`src/rtl/mem_access_unit.sv`:
```
// Load/store engine: accepts one request per handshake, drives a single-outstanding
// word bus, steers byte lanes and returns extended load data to the register file.
module mem_access_unit #(
    parameter int unsigned TIMEOUT_CYCLES = 255
) (
    input  logic        clk,
    input  logic        reset,
    input  logic        req_valid,
    output logic        req_ready,
    input  logic        req_store,
    input  logic [2:0]  req_funct3,
    input  logic [31:0] req_addr,
    input  logic [31:0] req_wdata,
    input  logic [4:0]  req_rd,
    output logic        mem_req,
    output logic        mem_we,
    output logic [31:0] mem_addr,
    output logic [3:0]  mem_be,
    output logic [31:0] mem_wdata,
    input  logic        mem_ack,
    input  logic [31:0] mem_rdata,
    output logic        wb_en,
    output logic [4:0]  wb_rd,
    output logic [31:0] wb_data,
    output logic        done,
    output logic        fault,
    output logic [1:0]  fault_cause
);

    typedef enum logic [1:0] {
        S_IDLE,
        S_BUS,
        S_WB
    } state_t;

    state_t      r_state;
    state_t      w_next;

    logic        r_store;
    logic [2:0]  r_funct3;
    logic [1:0]  r_off;
    logic [4:0]  r_rd;
    logic [15:0] r_cnt;

    logic        r_mem_req;
    logic        r_mem_we;
    logic [31:0] r_mem_addr;
    logic [3:0]  r_mem_be;
    logic [31:0] r_mem_wdata;
    logic        r_wb_en;
    logic [4:0]  r_wb_rd;
    logic [31:0] r_wb_data;
    logic        r_done;
    logic        r_fault;
    logic [1:0]  r_fault_cause;

    logic        w_accept;
    logic        w_legal;
    logic        w_misal;
    logic        w_go;
    logic        w_timeout;
    logic [3:0]  w_st_be;
    logic [31:0] w_st_wdata;
    logic [7:0]  w_byte;
    logic [15:0] w_half;
    logic [31:0] w_ld_data;

    assign req_ready   = (r_state == S_IDLE);
    assign mem_req     = r_mem_req;
    assign mem_we      = r_mem_we;
    assign mem_addr    = r_mem_addr;
    assign mem_be      = r_mem_be;
    assign mem_wdata   = r_mem_wdata;
    assign wb_en       = r_wb_en;
    assign wb_rd       = r_wb_rd;
    assign wb_data     = r_wb_data;
    assign done        = r_done;
    assign fault       = r_fault;
    assign fault_cause = r_fault_cause;

    assign w_accept  = req_valid && (r_state == S_IDLE);
    assign w_go      = w_accept && w_legal && !w_misal;
    assign w_timeout = (r_cnt == 16'(TIMEOUT_CYCLES - 1));

    always_comb begin
        w_legal = 1'b0;
        w_misal = 1'b0;
        case (req_funct3)
            3'b000, 3'b001, 3'b010: w_legal = 1'b1;
            3'b100, 3'b101:         w_legal = !req_store;
            default:                w_legal = 1'b0;
        endcase
        if ((req_funct3 == 3'b001) || (req_funct3 == 3'b101))
            w_misal = req_addr[0];
        else if (req_funct3 == 3'b010)
            w_misal = (req_addr[1:0] != 2'b00);
    end

    always_comb begin
        w_st_be    = 4'b1111;
        w_st_wdata = req_wdata;
        case (req_funct3[1:0])
            2'b00: begin
                w_st_be    = 4'b0001 << req_addr[1:0];
                w_st_wdata = {4{req_wdata[7:0]}};
            end
            2'b01: begin
                w_st_be    = req_addr[1] ? 4'b1100 : 4'b0011;
                w_st_wdata = {2{req_wdata[15:0]}};
            end
            default: begin
                w_st_be    = 4'b1111;
                w_st_wdata = req_wdata;
            end
        endcase
    end

    always_comb begin
        w_byte    = mem_rdata[7:0];
        w_half    = r_off[1] ? mem_rdata[31:16] : mem_rdata[15:0];
        w_ld_data = mem_rdata;
        case (r_off)
            2'b00:   w_byte = mem_rdata[7:0];
            2'b01:   w_byte = mem_rdata[15:8];
            2'b10:   w_byte = mem_rdata[23:16];
            default: w_byte = mem_rdata[31:24];
        endcase
        case (r_funct3)
            3'b000:  w_ld_data = {{24{w_byte[7]}}, w_byte};
            3'b001:  w_ld_data = {{16{w_half[15]}}, w_half};
            3'b100:  w_ld_data = {24'd0, w_byte};
            3'b101:  w_ld_data = {16'd0, w_half};
            default: w_ld_data = mem_rdata;
        endcase
    end

    always_comb begin
        w_next = r_state;
        case (r_state)
            S_IDLE:  if (w_go) w_next = S_BUS;
            S_BUS: begin
                if (mem_ack)
                    w_next = r_store ? S_IDLE : S_WB;
                else if (w_timeout)
                    w_next = S_IDLE;
            end
            S_WB:    w_next = S_IDLE;
            default: w_next = S_IDLE;
        endcase
    end

    always_ff @(posedge clk or negedge reset) begin
        if (!reset)
            r_state <= S_IDLE;
        else
            r_state <= w_next;
    end

    always_ff @(posedge clk or negedge reset) begin
        if (!reset) begin
            r_store       <= 1'b0;
            r_funct3      <= '0;
            r_off         <= '0;
            r_rd          <= '0;
            r_cnt         <= '0;
            r_mem_req     <= 1'b0;
            r_mem_we      <= 1'b0;
            r_mem_addr    <= '0;
            r_mem_be      <= '0;
            r_mem_wdata   <= '0;
            r_wb_en       <= 1'b0;
            r_wb_rd       <= '0;
            r_wb_data     <= '0;
            r_done        <= 1'b0;
            r_fault       <= 1'b0;
            r_fault_cause <= '0;
        end else begin
            r_done  <= 1'b0;
            r_fault <= 1'b0;
            r_wb_en <= 1'b0;
            case (r_state)
                S_IDLE: begin
                    if (w_accept) begin
                        if (!w_legal) begin
                            r_fault       <= 1'b1;
                            r_fault_cause <= 2'b10;
                        end else if (w_misal) begin
                            r_fault       <= 1'b1;
                            r_fault_cause <= 2'b01;
                        end else begin
                            r_store     <= req_store;
                            r_funct3    <= req_funct3;
                            r_off       <= req_addr[1:0];
                            r_rd        <= req_rd;
                            r_cnt       <= '0;
                            r_mem_req   <= 1'b1;
                            r_mem_we    <= req_store;
                            r_mem_addr  <= {req_addr[31:2], 2'b00};
                            r_mem_be    <= req_store ? w_st_be : 4'b1111;
                            r_mem_wdata <= req_store ? w_st_wdata : '0;
                        end
                    end
                end
                S_BUS: begin
                    // Ack wins over a timeout landing on the same edge.
                    if (mem_ack) begin
                        r_mem_req <= 1'b0;
                        r_done    <= 1'b1;
                        if (!r_store) begin
                            r_wb_data <= w_ld_data;
                            r_wb_rd   <= r_rd;
                            r_wb_en   <= (r_rd != 5'd0);
                        end
                    end else if (w_timeout) begin
                        r_mem_req     <= 1'b0;
                        r_fault       <= 1'b1;
                        r_fault_cause <= 2'b11;
                        r_cnt         <= '0;
                    end else begin
                        r_cnt <= r_cnt + 16'd1;
                    end
                end
                default: ;
            endcase
        end
    end

endmodule

```
`config.mk`:
```
export PLATFORM = sky130hd
export DESIGN_NAME = mem_access_unit
export DESIGN_NICKNAME = d
export VERILOG_FILES = /design/src/rtl/mem_access_unit.sv
export SDC_FILE = /design/constraint.sdc
export NUM_CORES = 1
export LEC_CHECK = 0
export ABC_AREA = 1
export CORE_ASPECT_RATIO = 0.9
export CORE_UTILIZATION = 50
export DETAILED_ROUTE_END_ITERATION = 6
export PLACE_DENSITY = 0.83
export SLEW_MARGIN = 5
export SYNTH_ARGS = -nofsm -noshare
export SYNTH_HDL_FRONTEND = slang
export SYNTH_SLANG_ARGS = --single-unit
export TNS_END_PERCENT = 30
```
`constraint.sdc`:
```
create_clock -name clk -period 5.2 [get_ports clk]
set_clock_uncertainty 0.2 [all_clocks]
set_input_delay 1.04 -clock clk [delete_from_list [all_inputs] [get_ports clk]]
set_output_delay 1.04 -clock clk [all_outputs]
set_load 0.05 [all_outputs]
```
# Word level (Yosys, flattened, before mapping)
# Index checks and enable logic that the tools add are counted.
[classes] n_addsub=1 shift=1 bitwise_logic=2 reduce_logical=22 n_eq_ne=20 muxes=45
[op_table] op="$pmux W32 S4" n=1
[op_table] op="$mux W16" n=6
[op_table] op="$pmux W32 S2" n=1
[op_table] op="$mux W32" n=1
[op_table] op="$pmux W16 S2" n=1
[op_table] op="$pmux W8 S3" n=1
[op_table] op="$mux W2" n=9
[op_table] op="$mux W1" n=17
[op_table] op="$add A16 B1 Y16 const B" n=1
[op_table] op="$eq A16 B8 Y1 const B" n=1
[op_table] op="$reduce_and A5 Y1" n=3
[op_table] op="$eq A3 B3 Y1 const B" n=4
[op_table] op="$mux W4" n=2
[op_table] op="$pmux W2 S2" n=2
[op_table] op="$pmux W4 S2" n=1
[op_table] op="$eq A2 B1 Y1 const B" n=3
[op_table] op="$eq A3 B1 Y1 const B" n=2
[op_table] op="$logic_not A2 Y1" n=3
[op_table] op="$logic_not A3 Y1" n=2
[op_table] op="$ne A2 B1 Y1 const B" n=3
[op_table] op="$ne A2 B2 Y1 const B" n=3
[op_table] op="$pmux W1 S2" n=3
[op_table] op="$reduce_bool A5 Y1" n=1
[op_table] op="$reduce_and A4 Y1" n=1
[op_table] op="14 further kinds" n=19
[word_totals] word_cells=107 input_bits=109 ff_bits=138 output_inout_bits=113

# Logic depth before layout (Yosys ltp)
[depth] depth_word=7 depth_mapped=12 ltp_nobuf=10

# Worst setup path after synthesis
# Ideal clock, no wire load.
[synth_timing] path_kind="input port to flip-flop" from="input req_funct3[1]" to="register r_cnt[3]" setup_ns=0.117 slack_ns=2.861 t_arrival_ns=2.022 path_buffers=2 t_required_ns=4.883 path_stages=12 path_cell_list="buf_4 -> inv_6 -> nand2_4 -> nand2_1 -> nand2_2 -> nand2_4 -> nand2_2 -> nand2_2 -> nand3_4 -> buf_6 -> nand2_1 -> nand2_1"
[synth_via] elab_chain_cells=5 word_cells_on_any_way=14 cone_classes="eq/ne: 6; mux: 3; reduce/logical: 5"
[synth_rtl] element="start, declared" line="11" source="input logic [2:0] req_funct3,"
[synth_rtl] element="$eq A3 B1 Y1, or another cell as far along" line="88, 93"
[synth_rtl] element="$reduce_or A3 Y1, or another cell as far along" line="88" source="case (req_funct3)"
[synth_rtl] element="$pmux W1 S2 / $mux W1 (equally long branches)" line="88, 93"
[synth_rtl] element="$ne A2 B1 Y1 (no source line) / $ne A2 B2 Y1 (equally long branches)"
[synth_rtl] element="$reduce_and A5 Y1 (no source line) *"
[synth_rtl] element="end signal, assigned" line="220" source="r_cnt <= r_cnt + 16'd1;"
[synth_rtl] element="end, declared" line="43" source="logic [15:0] r_cnt;"
# Mark *: on every way between the ends. The rest lies on a longest branch, timed or not.
# A chain may end at the register's enable or synchronous reset.

# Worst setup path after layout
[layout_timing] from="input req_funct3[1]" to="register r_mem_wdata[14] (netlist: mem_wdata[14])"
[layout_via] elab_chain_cells=5 word_cells_on_any_way=17 cone_classes="eq/ne: 5; mux: 5; bitwise: 1; reduce/logical: 6"
[layout_rtl] element="branches (longest 5 deep; another with $reduce_and A4 Y1)"
[layout_rtl] element="end signal, assigned" line="200" source="r_mem_wdata <= req_store ? w_st_wdata : '0;"
[layout_rtl] element="end, declared" line="49" source="logic [31:0] r_mem_wdata;"
# Parallel ways; which one is timed is not known.

==> run_results.csv <==
group,metric,value,unit
floorplanning,num_rows,40,
placed_design,gp_congestion,0.891,
global_route,antenna_found_initial,0,
power,p_leak,4.52,nW
yosys,synth_area_leader_cell,"dfrtp_1",
power,power_frac_clock,23.2,%
critical_path,critPathArrivalTime,3660,ps
global_route,grt_overflow_total,0,
clock_network,ctsResizeCount,0,
final_layout,final_nets,1196,
power,sequentialPowerShare,30.7,%
power,power_density,558,mW/mm2
floorplanning,start_util,51.1,%
yosys,netlist_area,0.00683,mm2
placed_design,io_buffers,219,
final_layout,layout-drive-gt1-share,5.37,%
flow_run,max_cap_violations,0,
clock_network,cts.sinks,138,
power,power.internal,2.94,mW
clock_network,cts_tree,"yes",
drt,routed_via_density,5.29,
final_layout,synthToLayoutAreaGrowth,41.2,%
placed_design,dp_cells,1234,
critical_path,crit_type,"in -> reg",
timing,tns,0,ps
drt,wl,19.8,mm
drt,vias,6694,
drt,drtAntennaViolNets,0,
clock_network,root_buffer,"clkbuf_16",
clock_network,clk_latency,420,ps
global_route,grt_max_degree,103,
timing,relSlewSlack,33.5,%
critical_path,cp-end-kind,"flip-flop",
global_route,grt_use_total,29.4,%
clock_network,hold_buffers,0,
final_layout,n_antenna_cell,0,
drt,drt_iter0_drc,521,
outcome,violations,"design-rule violations",
clock_network,clk_pin_slew,60,ps
timing,finalHoldViolCount,0,
floorplanning,core_area,0.0134,mm2
critical_path,worst_setup_path_start_kind,"input pin",
global_route,grt_pass1_vias,6409,
worst_hold_path,hp-class,"reg -> reg",
floorplanning,dieArea,0.0141,mm2
critical_path,cp_max_fo,48,
timing,layout_setup_ws,1610,ps
timing,max_freq,279,MHz
yosys,synth_flop_cell,"dfrtp_1",
yosys,ys_types,33,
power,switching_share,45.3,%
clock_network,htreeDepth,4,
placed_design,hpwl,13.9,mm
power,p_total,5.38,mW
yosys,synth.avg_cell_area,7.69,um2
drt,dr.pass1.iters,7,
yosys,synthArstFlopShare,100,%
timing,rsz0062_at_grt,"no",
power,p_sw,2.44,mW
clock_network,clock_path_buffers,2,
outcome,status,"finished, violations left",
yosys,synth_top_area_share,50.5,%
floorplanning,dieHeight,113,um
drt,drc,16,
yosys,syn_inst,889,
timing,setup_viol_count_final,0,
timing,layout_min_cycle_time,3590,ps
floorplanning,io_pins,222,
critical_path,cp.required,5270,ps
yosys,synth-seq-cells,138,
yosys,yosysSeqAreaShare,50.5,%
drt,avgRoutedWirePerCell,15.6,um
placed_design,place_area,0.00904,mm2
final_layout,post-route-cell-area,0.00965,mm2
power,ir_worst_vdd,347,uV
yosys,synth_edf_count,0,
timing,worst_slew_pin_slew,997,ps
floorplanning,die_x,125,um
final_layout,final_cells,1266,
timing,maxSlewViolCount,0,
timing,min_period_over_period,69.0,%
yosys,ys_warn_count,0,
power,p_comb_share,46.2,%
global_route,grt_first_pass_wirelength,32.5,mm
yosys,synthTopCellsByArea,"dfrtp_1 (51%), nand2_1 (16%), nand3_1 (6.7%)",
placed_design,place_ws,1170,ps
clock_network,cts_buffers,17,
clock_network,cts_setup_buffers,0,
==> layout make-up <==
type,instances,area (um2)
timing repair buffer,222,2230
clock buffer,19,453
clock inverter,13,155
inverter,75,287
sequential,138,3450
tap,168,210
multi-input combinational,631,2860
fill,1008,3720
==> cell families (layout without fill, tap and decap cells) <==
family	Yosys count	after routing	synth area share, %
compound gates	154	154	12.1
fa+ha+maj	2	2	0.366
buf+inv	121	329	7.67
flops	138	138	50.5
other cells	1	2	0.0549
simple gates	473	473	29.3
==> cell usage after synthesis (3+ instances only) <==
cell	number
nand2_1	294
dfrtp_1	138
nand3_1	91
o21ai_0	85
inv_1	70
nor2_1	59
a21oi_1	34
buf_2	20
o21ai_1	17
clkbuf_1	14
nand4_1	8
o221ai_1	8
buf_4	6
nand2_2	6
o211ai_1	5
o21bai_1	4
or2_2	4
inv_2	3
==> placed cells by master, fill, tap and decap left out, types with 3 or more instances in the layout <==
cell and count:
nand4_1 8, a21oi_1 34, o21bai_1 4, o21ai_1 17, nand2_1 294, inv_1 70, nand3_1 91, o21ai_0 85
clkdlybuf4s50_1 218, clkbuf_16 17, nor2_1 59, o221ai_1 8, inv_6 6, dfrtp_1 138, nand2_2 6, or2_2 4
o211ai_1 5, inv_2 3
==> metal layers <==
layer	vias to the layer above	wire length (um)	track usage [%]
li1	3261	-	-
met1	3156	8600	38.3
met2	241	9100	46.1
met3	36	1620	9.88
met4	0	438	10.6
met5	-	0	0
==> path summary, 6_finish.rpt <==
path	start	cells past startpoint	endpoint	slack (ps)
min in group asynchronous	reset	1	r_cnt[10]	500
worst max-delay path	req_funct3[1]	10	mem_wdata[14]	1610
worst min-delay path	mem_addr[30]	2	mem_addr[30]	280
worst max register to register	r_state[1]	7	wb_data[25]	2280
max in group asynchronous	reset	2	mem_wdata[14]	3290
worst min register to register	mem_addr[30]	2	mem_addr[30]	280
==> stage by stage <==
stage / utilization [%] / hold slack [ps]
finish: 72.2 / 275
global route: 72.2 / 297
CTS: 72.2 / 279
detailed placement: 67.6 / 262
global placement: 67.6 / 255
floorplan: - / 264
==> critical path, cell delays in order <==
cell and delay, ps:
clkdlybuf4s50_1 580, inv_6 260, nand2_4 130, nand2_1 100, nand2_2 70, nand2_4 300, nand2_2 560, buf_12 400
nand2_1 90, o21ai_0 100
==> power groups by stage <==
stage / clock network, mW / registers (mW) / logic, mW
floorplan: 0 / 2.67 / 0.566
global placement: 0 / 1.65 / 2.45
finish: 1.25 / 1.65 / 2.48
detailed placement: 0 / 1.65 / 2.48
CTS: 1.26 / 1.65 / 2.49
global route: 1.31 / 1.69 / 2.63
==> state kept, by name (all words and copies together) (netlist names) <==
register	flops
r_state	2
r_off	2
r_cnt	16
r_funct3	3
mem_we	1
done	1
fault	1
mem_req	1
mem_be	4
r_rd	5
fault_cause	2
mem_addr	30
wb_en	1
wb_rd	5
mem_wdata	32
wb_data	32
(Power assumes the default switching activity.)
